[config.mk]
export PLATFORM = sky130hd
export DESIGN_NAME = nexys_starship_top_defender_flat
export DESIGN_NICKNAME = d
export VERILOG_FILES = /design/src/rtl/nexys_starship_top_defender_if.sv /design/src/rtl/nexys_starship_top_defender.sv /design/src/flat_wrapper.sv
export SDC_FILE = /design/constraint.sdc
export NUM_CORES = 1
export LEC_CHECK = 0
export ABC_AREA = 1
export CORE_MARGIN = 8
export CORE_UTILIZATION = 50
export CTS_CLUSTER_DIAMETER = 200
export DETAILED_ROUTE_END_ITERATION = 7
export PLACE_DENSITY = 0.71
export RECOVER_POWER = 25
export SKIP_CTS_REPAIR_TIMING = 1
export SYNTH_ARGS = -nofsm -noshare
export SYNTH_HDL_FRONTEND = slang
export SYNTH_SLANG_ARGS = --single-unit
[constraint.sdc]
create_clock -name Clk -period 1.8 [get_ports Clk]
set_clock_uncertainty 0.15 [all_clocks]
set_input_delay 0.27 -clock Clk [delete_from_list [all_inputs] [get_ports Clk]]
set_output_delay 0.27 -clock Clk [all_outputs]
set_load 0.01 [all_outputs]
[src/rtl/nexys_starship_top_defender_if.sv]
// Signal bundle between the defender, the fire-button/play logic and the top-lane spawner.
// The master side drives the game inputs; the slave side is the defender itself.
interface nexys_starship_top_defender_if #(
    parameter int unsigned SCORE_W = 8
);
    logic               play_flag;
    logic               monster_present;
    logic               btn_fire;
    logic               monster_kill;
    logic               shot_active;
    logic [SCORE_W-1:0] score;
    logic               game_over;
    logic [5:0]         state;

    modport master (
        output play_flag,
        output monster_present,
        output btn_fire,
        input  monster_kill,
        input  shot_active,
        input  score,
        input  game_over,
        input  state
    );

    modport slave (
        input  play_flag,
        input  monster_present,
        input  btn_fire,
        output monster_kill,
        output shot_active,
        output score,
        output game_over,
        output state
    );
endinterface

[src/rtl/nexys_starship_top_defender.sv]
// Top-lane defender: fires timed shots at the spawner's monster, pulses monster_kill on a hit,
// keeps a saturating hit score and latches game over when a monster outlives the threat timer.
module nexys_starship_top_defender #(
    parameter int unsigned SHOT_CYCLES     = 4,
    parameter int unsigned COOLDOWN_CYCLES = 8,
    parameter int unsigned TIMEOUT_CYCLES  = 1000,
    parameter int unsigned SCORE_W         = 8,
    parameter int unsigned TIMER_W         = 16
) (
    input  logic                           Clk,
    input  logic                           Reset,
    nexys_starship_top_defender_if.slave   bus
);

    typedef enum logic [5:0] {
        StIdle     = 6'b000001,
        StWait     = 6'b000010,
        StEngaged  = 6'b000100,
        StFiring   = 6'b001000,
        StCooldown = 6'b010000,
        StOver     = 6'b100000
    } state_e;

    localparam logic [TIMER_W-1:0] TimerOne   = TIMER_W'(1);
    localparam logic [TIMER_W-1:0] ShotLast   = TIMER_W'(SHOT_CYCLES - 1);
    localparam logic [TIMER_W-1:0] CoolLast   = TIMER_W'(COOLDOWN_CYCLES - 1);
    localparam logic [TIMER_W-1:0] ThreatLast = TIMER_W'(TIMEOUT_CYCLES - 1);
    localparam logic [SCORE_W-1:0] ScoreMax   = {SCORE_W{1'b1}};
    localparam logic [SCORE_W-1:0] ScoreOne   = SCORE_W'(1);

    state_e             state_q, state_d;
    logic [TIMER_W-1:0] threat_q, threat_d;
    logic [TIMER_W-1:0] shot_q, shot_d;
    logic [TIMER_W-1:0] cd_q, cd_d;
    logic [SCORE_W-1:0] score_q, score_d;
    logic               kill_q, kill_d;

    // The spawner may still show the monster on the kill cycle; it is ignored then.
    logic present_eff;
    logic timeout;

    assign present_eff = bus.monster_present & ~kill_q;
    assign timeout     = (threat_q == ThreatLast) & present_eff;

    always_comb begin
        state_d  = state_q;
        threat_d = threat_q;
        shot_d   = shot_q;
        cd_d     = cd_q;
        score_d  = score_q;
        kill_d   = 1'b0;

        if (!bus.play_flag && state_q != StOver) begin
            state_d  = StIdle;
            threat_d = '0;
            shot_d   = '0;
            cd_d     = '0;
        end else begin
            unique case (state_q)
                StIdle: begin
                    threat_d = '0;
                    shot_d   = '0;
                    cd_d     = '0;
                    state_d  = StWait;
                end

                StWait: begin
                    threat_d = '0;
                    if (bus.monster_present) begin
                        state_d = StEngaged;
                    end else if (bus.btn_fire) begin
                        state_d = StCooldown;
                        cd_d    = '0;
                    end
                end

                StEngaged: begin
                    if (!bus.monster_present) begin
                        state_d  = StWait;
                        threat_d = '0;
                    end else if (timeout) begin
                        state_d = StOver;
                    end else begin
                        threat_d = threat_q + TimerOne;
                        if (bus.btn_fire) begin
                            state_d = StFiring;
                            shot_d  = '0;
                        end
                    end
                end

                StFiring: begin
                    threat_d = threat_q + TimerOne;
                    // Hit resolution takes priority over a coincident timeout.
                    if (shot_q == ShotLast) begin
                        state_d = StCooldown;
                        cd_d    = '0;
                        if (bus.monster_present) begin
                            kill_d   = 1'b1;
                            threat_d = '0;
                            score_d  = (score_q == ScoreMax) ? score_q : score_q + ScoreOne;
                        end
                    end else if (timeout) begin
                        state_d = StOver;
                    end else begin
                        shot_d = shot_q + TimerOne;
                    end
                end

                StCooldown: begin
                    if (present_eff) begin
                        threat_d = threat_q + TimerOne;
                    end
                    if (timeout) begin
                        state_d = StOver;
                    end else if (cd_q == CoolLast) begin
                        state_d = present_eff ? StEngaged : StWait;
                    end else begin
                        cd_d = cd_q + TimerOne;
                    end
                end

                StOver: begin
                    state_d = StOver;
                end

                default: begin
                    state_d  = StIdle;
                    threat_d = '0;
                    shot_d   = '0;
                    cd_d     = '0;
                end
            endcase
        end
    end

    always_ff @(posedge Clk) begin
        if (Reset) begin
            state_q  <= StIdle;
            threat_q <= '0;
            shot_q   <= '0;
            cd_q     <= '0;
            score_q  <= '0;
            kill_q   <= 1'b0;
        end else begin
            state_q  <= state_d;
            threat_q <= threat_d;
            shot_q   <= shot_d;
            cd_q     <= cd_d;
            score_q  <= score_d;
            kill_q   <= kill_d;
        end
    end

    assign bus.monster_kill = kill_q;
    assign bus.shot_active  = (state_q == StFiring);
    assign bus.game_over    = (state_q == StOver);
    assign bus.score        = score_q;
    assign bus.state        = state_q;

endmodule

[src/flat_wrapper.sv]
// flat-port wrapper written by rule: the top's interface ports become plain ports
module nexys_starship_top_defender_flat 
#(
    parameter int unsigned SHOT_CYCLES     = 4,
    parameter int unsigned COOLDOWN_CYCLES = 8,
    parameter int unsigned TIMEOUT_CYCLES  = 1000,
    parameter int unsigned SCORE_W         = 8,
    parameter int unsigned TIMER_W         = 16
)
  (Clk, Reset, bus_play_flag, bus_monster_present, bus_btn_fire, bus_monster_kill, bus_shot_active, bus_score, bus_game_over, bus_state);
  nexys_starship_top_defender_if #(.SCORE_W(SCORE_W)) bus_i ();
  input  logic Clk;
  input  logic Reset;
  input wire logic [$bits(bus_i.play_flag)-1:0] bus_play_flag;
  input wire logic [$bits(bus_i.monster_present)-1:0] bus_monster_present;
  input wire logic [$bits(bus_i.btn_fire)-1:0] bus_btn_fire;
  output wire logic [$bits(bus_i.monster_kill)-1:0] bus_monster_kill;
  output wire logic [$bits(bus_i.shot_active)-1:0] bus_shot_active;
  output wire logic [$bits(bus_i.score)-1:0] bus_score;
  output wire logic [$bits(bus_i.game_over)-1:0] bus_game_over;
  output wire logic [$bits(bus_i.state)-1:0] bus_state;
  assign bus_i.play_flag = bus_play_flag;
  assign bus_i.monster_present = bus_monster_present;
  assign bus_i.btn_fire = bus_btn_fire;
  assign bus_monster_kill = bus_i.monster_kill;
  assign bus_shot_active = bus_i.shot_active;
  assign bus_score = bus_i.score;
  assign bus_game_over = bus_i.game_over;
  assign bus_state = bus_i.state;
  nexys_starship_top_defender #(.SHOT_CYCLES(SHOT_CYCLES), .COOLDOWN_CYCLES(COOLDOWN_CYCLES), .TIMEOUT_CYCLES(TIMEOUT_CYCLES), .SCORE_W(SCORE_W), .TIMER_W(TIMER_W)) u_core (.Clk(Clk), .Reset(Reset), .bus(bus_i));
endmodule
* After elaboration in Yosys (flattened, before gate mapping) *
Cells that the tools add are included.

cells by class
  $add $sub $neg = 4
  eq/ne operators = 27
  mux-type cells = 29
  bitwise gates (word level) = 10
  reductions and logical operators = 11

operators by type and width
  operator                 count
  $mux W16                 14
  $pmux W16 S4             2
  $mux W6                  9
  $add A16 B1 Y16 const B  3
  $pmux W16 S3             1
  $pmux W6 S6              1
  $ne A2 B2 Y1 const B     9
  $eq A16 B10 Y1 const B   1
  $eq A16 B2 Y1 const B    1
  $eq A16 B3 Y1 const B    1
  $reduce_and A6 Y1        2
  $add A8 B1 Y8 const B    1
  $eq A8 B8 Y1 const B     1
  $not A1 Y1               8
  $eq A6 B1 Y1 const B     1
  $eq A6 B2 Y1 const B     1
  $eq A6 B3 Y1 const B     1
  $eq A6 B4 Y1 const B     1
  $eq A6 B5 Y1 const B     1
  $eq A6 B6 Y1 const B     1
  $ne A3 B1 Y1 const B     2
  $ne A3 B3 Y1 const B     2
  $ne A6 B6 Y1 const B     1
  $reduce_and A5 Y1        1
  12 further kinds         15

storage, ports and cells
  bits in registers = 63
  input bits = 5
  output and inout bits = 17
  logic and storage cells = 87

* Logic depth before layout (Yosys ltp) *
  word-level depth = 6
  depth in mapped cells = 12
  gate-level depth less buffers = 12

* Worst setup path after synthesis *
No wires, ideal clock.

  kind = register -> register
  from = reg u_core.threat_q[0]
  to = reg u_core.threat_q[10]
  library setup time = 64 ps
  data arrival time = 1550 ps
  required time = 1586 ps
  path slack = 36 ps
  stages on the path, launching flop included = 13
  buffers on the path = 1
  clock period less this slack = 1764 ps
  cell sequence = dfxtp_1 ha_1 nand2_1 inv_1 nand2_1 nor2_2 nand3_1 nor2_2 nor2_4 nand2_4 nand2_4 buf_6 nor2_1

on the way
  longest elaborated chain between the ends = 4
  elaborated cells on any way between the ends = 11
  those cells by class = 1 x add/sub; 2 x eq/ne; 6 x mux; 1 x bitwise; 1 x reduce/logical

RTL lines
  element                                            RTL line                            RTL
  start: declaration                                 nexys_starship_top_defender.sv:32   logic [TIMER_W-1:0] threat_q, threat_d;
  start signal: assignment                           nexys_starship_top_defender.sv:147  threat_q <= threat_d;
  $add A16 B1 Y16 or $eq A16 B10 Y1 (tied branches)  n/a
  $mux W16 (tied with other cells)                   nexys_starship_top_defender.sv:98   if (bus.monster_present) begin
  $mux W16 (tied with other cells)                   nexys_starship_top_defender.sv:95   if (shot_q == ShotLast) begin
  $pmux W16 S4 or $reduce_and A3 Y1 (tied branches)  n/a

Parallel ways exist; a longest one is shown, timed or not. The select of a mux whose other input is x is not followed.
A chain may end at the register's enable or synchronous reset.

* Worst setup path in the final report *
  from = reg u_core.shot_q[0]
  to = reg u_core.cd_q[12]

on the way
  longest elaborated chain between the ends = 3

RTL lines
  element                             RTL line                            RTL
  start: declaration                  nexys_starship_top_defender.sv:33   logic [TIMER_W-1:0] shot_q, shot_d;
  start signal: assignment            nexys_starship_top_defender.sv:148  shot_q <= shot_d;
  $eq A16 B2 Y1                       nexys_starship_top_defender.sv:95
  $ne A2 B1 Y1 (no source line)       n/a
  $reduce_and A6 Y1 (no source line)  n/a
  end signal: assignment              nexys_starship_top_defender.sv:142  cd_q <= '0;
  end signal: assignment              nexys_starship_top_defender.sv:149  cd_q <= cd_d;
  end: declaration                    nexys_starship_top_defender.sv:34   logic [TIMER_W-1:0] cd_q, cd_d;

Every way passes these cells.

==> run_results.csv <==
group,metric,value,unit
critical_path,r2r-start,"u_core.shot_q[0]",
layout,drive_gt1_frac,0.3010,
timing,fmax,535.0,MHz
layout,final_common_cell,"nand2_1",
layout,fin_nets,839,
synthesis,synthesis.area,4305,um2
clock_tree,cts_tree,"built",
synthesis,ys_seq_elements,63,
power_and_ir_drop,pwr_density_cell,464.8,nW/um2
routing,via_per_inst,5.345,
grt,grt_max_degree,31,
timing,final.period_utilization,1.039,
synthesis,syn_inst,706,
power_and_ir_drop,leakage,2.459,nW
clock_tree,clkTransAtPathRegs,0.08,ns
placed_design,dpl_worst_slack,-0.2034,ns
outcome,violations,"negative setup slack",
layout,fin_cells,942,
clock_tree,cts_max_level,3,
clock_tree,cts_buffer_depth,2,
routing,wl_per_cell,13.84,um
grt,grt_pass1_wl,18670,um
synthesis,synth_seq_area_share,0.2929,
floorplan,die_w,108.8,um
timing,rsz0062_at_grt,"true",
clock_tree,cts_sinks,63,
placed_design,dp.cells,914,
critical_path,worstPathArrival,1.99,ns
critical_path,rrSetupSlack,-0.07,ns
floorplan,initial_utilization,0.5035,
routing,drt_first_pass_iters,5,
floorplan,dieHeight,108.8,um
placed_design,gp_congestion,0.9870,
routing,drt-initial-drc-count,314,
worst_hold_path,hold_class,"reg -> reg",
timing,hold_violations,0,
power_and_ir_drop,peakVddDrop,0.0003409,V
timing,setup_viol,36,
placed_design,place_area,5308,um2
critical_path,reg2regPathDepth,11,
layout,layout_common_cells,"nand2_1, nor2_1, buf_4, inv_1, nand3_1",
timing,fin_ws,-0.06931,ns
synthesis,syn_area_per_cell,6.098,um2
worst_hold_path,hp-start,"u_core.bus.score[1]",
critical_path,crit_type,"reg -> reg",
placed_design,hpwl,8364,um
grt,grt.total_usage,0.1902,
synthesis,synth.distinct_cells,35,
outcome,outcome,"finished with violations",
critical_path,worstPathMaxFanout,8,
layout,areaGrowthSynthToFinish,41.96,%
grt,grt_overflow,0,
timing,worstMarginPinSlew,0.3403,ns
timing,maxSlewHeadroom,0.7714,
clock_tree,clk_latency,0.35,ns
clock_tree,cts_root_buffer,"clkbuf_8",
critical_path,r2r-end,"u_core.cd_q[12]",
run,maxCapViolations,0,
critical_path,crit_required,1.92,ns
worst_hold_path,hold_depth,2,
grt,grt_pass1_vias,4273,
routing,drtAntennaViolNets,0,
routing,routed_wl,13040,um
routing,drc_errors,0,
worst_hold_path,hold_end,"u_core.bus.score[1]",
synthesis,yosysWarningCount,0,
layout,fin_area,6112,um2
floorplan,pin_count,22,
clock_tree,cts_made_buffers,9,
layout,final_core_util,0.7148,
floorplan,die_area,11840,um2
layout,antennaDiodeCount,0,
grt,antenna_found_initial,0,
routing,vias,5035,
power_and_ir_drop,total_power,0.002841,W
floorplan,core-area,8551,um2
critical_path,critPathCaptureType,"register",
floorplan,num_rows,34,
critical_path,worst_setup_path_start_kind,"register",
placed_design,numPortBuffers,21,
timing,drv_slew,0,
timing,finalCriticalPeriod,1.869,ns
synthesis,syn_nets,715,
metrics by stage:
stage / hold slack (ns) / TNS [ns]
floorplan: 0.3052 / 0
global placement: 0.3329 / -9.536
detailed placement: 0.3386 / -9.915
CTS: 0.3478 / -6.361
global route: 0.3686 / -4.418
finish: 0.3480 / -1.193
Yosys cell counts:
master | count | share of area
inv_1 | 70 | 0.061
dfxtp_1 | 63 | 0.29
nor2_2 | 7 | 0.010
nor2_1 | 129 | 0.11
xor2_1 | 14 | 0.028
buf_6 | 5 | 0.013
nand2_2 | 5 | 0.0073
o21ai_2 | 1 | 0.0020
buf_2 | 3 | 0.0035
clkbuf_1 | 5 | 0.0044
nand4_2 | 1 | 0.0029
clkbuf_2 | 1 | 0.0012
o21bai_1 | 2 | 0.0035
nand4_1 | 19 | 0.028
nand2_1 | 193 | 0.17
nor3_1 | 11 | 0.013
xnor2_1 | 5 | 0.010
inv_2 | 6 | 0.0052
a22oi_1 | 1 | 0.0017
nor3b_1 | 1 | 0.0017
nand3_1 | 73 | 0.085
nor2_8 | 3 | 0.014
and2_1 | 1 | 0.0015
or2_2 | 1 | 0.0015
o211ai_1 | 2 | 0.0035
buf_1 | 1 | 0.00087
ha_1 | 4 | 0.012
o31ai_1 | 1 | 0.0017
nand3_2 | 4 | 0.0093
nand3b_1 | 1 | 0.0017
buf_4 | 2 | 0.0035
o21ai_0 | 22 | 0.026
a21oi_1 | 40 | 0.046
nand2_4 | 3 | 0.0078
nor2_4 | 6 | 0.016
per-layer routing:
metal	track usage	vias up	share of wire
met4	0.04888	0	0.018
met1	0.2437	2351	0.44
met5	0	-	0
li1	-	2510	-
met2	0.3200	142	0.49
met3	0.03664	32	0.052
flip-flops by register name (all words and copies together), names as in the netlist:
name and flops:
u_core.bus.monster_kill 1, u_core.threat_q 16, u_core.bus.score 8, u_core.cd_q 16
u_core.bus.state 6, u_core.shot_q 16
power by group:
part / leakage, nW / total, W / switching [W] / internal (W)
clock network: 0.0985 / 0.00128 / 0.000573 / 0.000706
logic: 1.85 / 0.000161 / 0.0000960 / 0.0000647
registers: 0.515 / 0.00140 / 0.00000529 / 0.00139
logic make-up after synthesis:
group / Yosys count / synth area share
adder cells (fa/ha/maj): 4 / 0.01162
buffers and inverters: 93 / 0.09270
XOR/XNOR: 19 / 0.03865
AO/OA/AOI/OAI: 69 / 0.08457
AND/OR/NAND/NOR: 458 / 0.4795
flip-flops: 63 / 0.2929
worst max path at each step:
stage                     slack (ns)  cells after the start             endpoint                start
after floorplan                 0.04                     12  u_core.threat_q[10]   u_core.threat_q[0]
after global placement         -0.23                      8     u_core.shot_q[9]  bus_monster_present
after detailed placement       -0.20                      7      u_core.cd_q[10]  bus_monster_present
after CTS                      -0.45                      5        bus_game_over  u_core.bus.state[5]
after global routing           -0.16                     10  u_core.bus.state[1]  u_core.bus.state[0]
final                          -0.07                     11      u_core.cd_q[12]     u_core.shot_q[0]
critical path, cell delays in order, from the launching register on:
cell and delay (ns):
dfxtp_2 0.36, ha_4 0.16, nand3_4 0.08, nor2_4 0.14, buf_6 0.12, nand2_4 0.05
nand2_4 0.10, nand2_4 0.07, nor2_4 0.19, clkbuf_16 0.20, nand2_1 0.05, a21oi_1 0.12
cell type report:
type	count	area (um2)
Fill cell	676	2439
Multi-Input combinational cell	552	3062
Clock buffer	12	155.1
Sequential cell	63	1286
Timing Repair Buffer	128	1139
Tap cell	108	135.1
Inverter	76	292.8
Clock inverter	3	42.54
(Power assumes the default switching activity.)
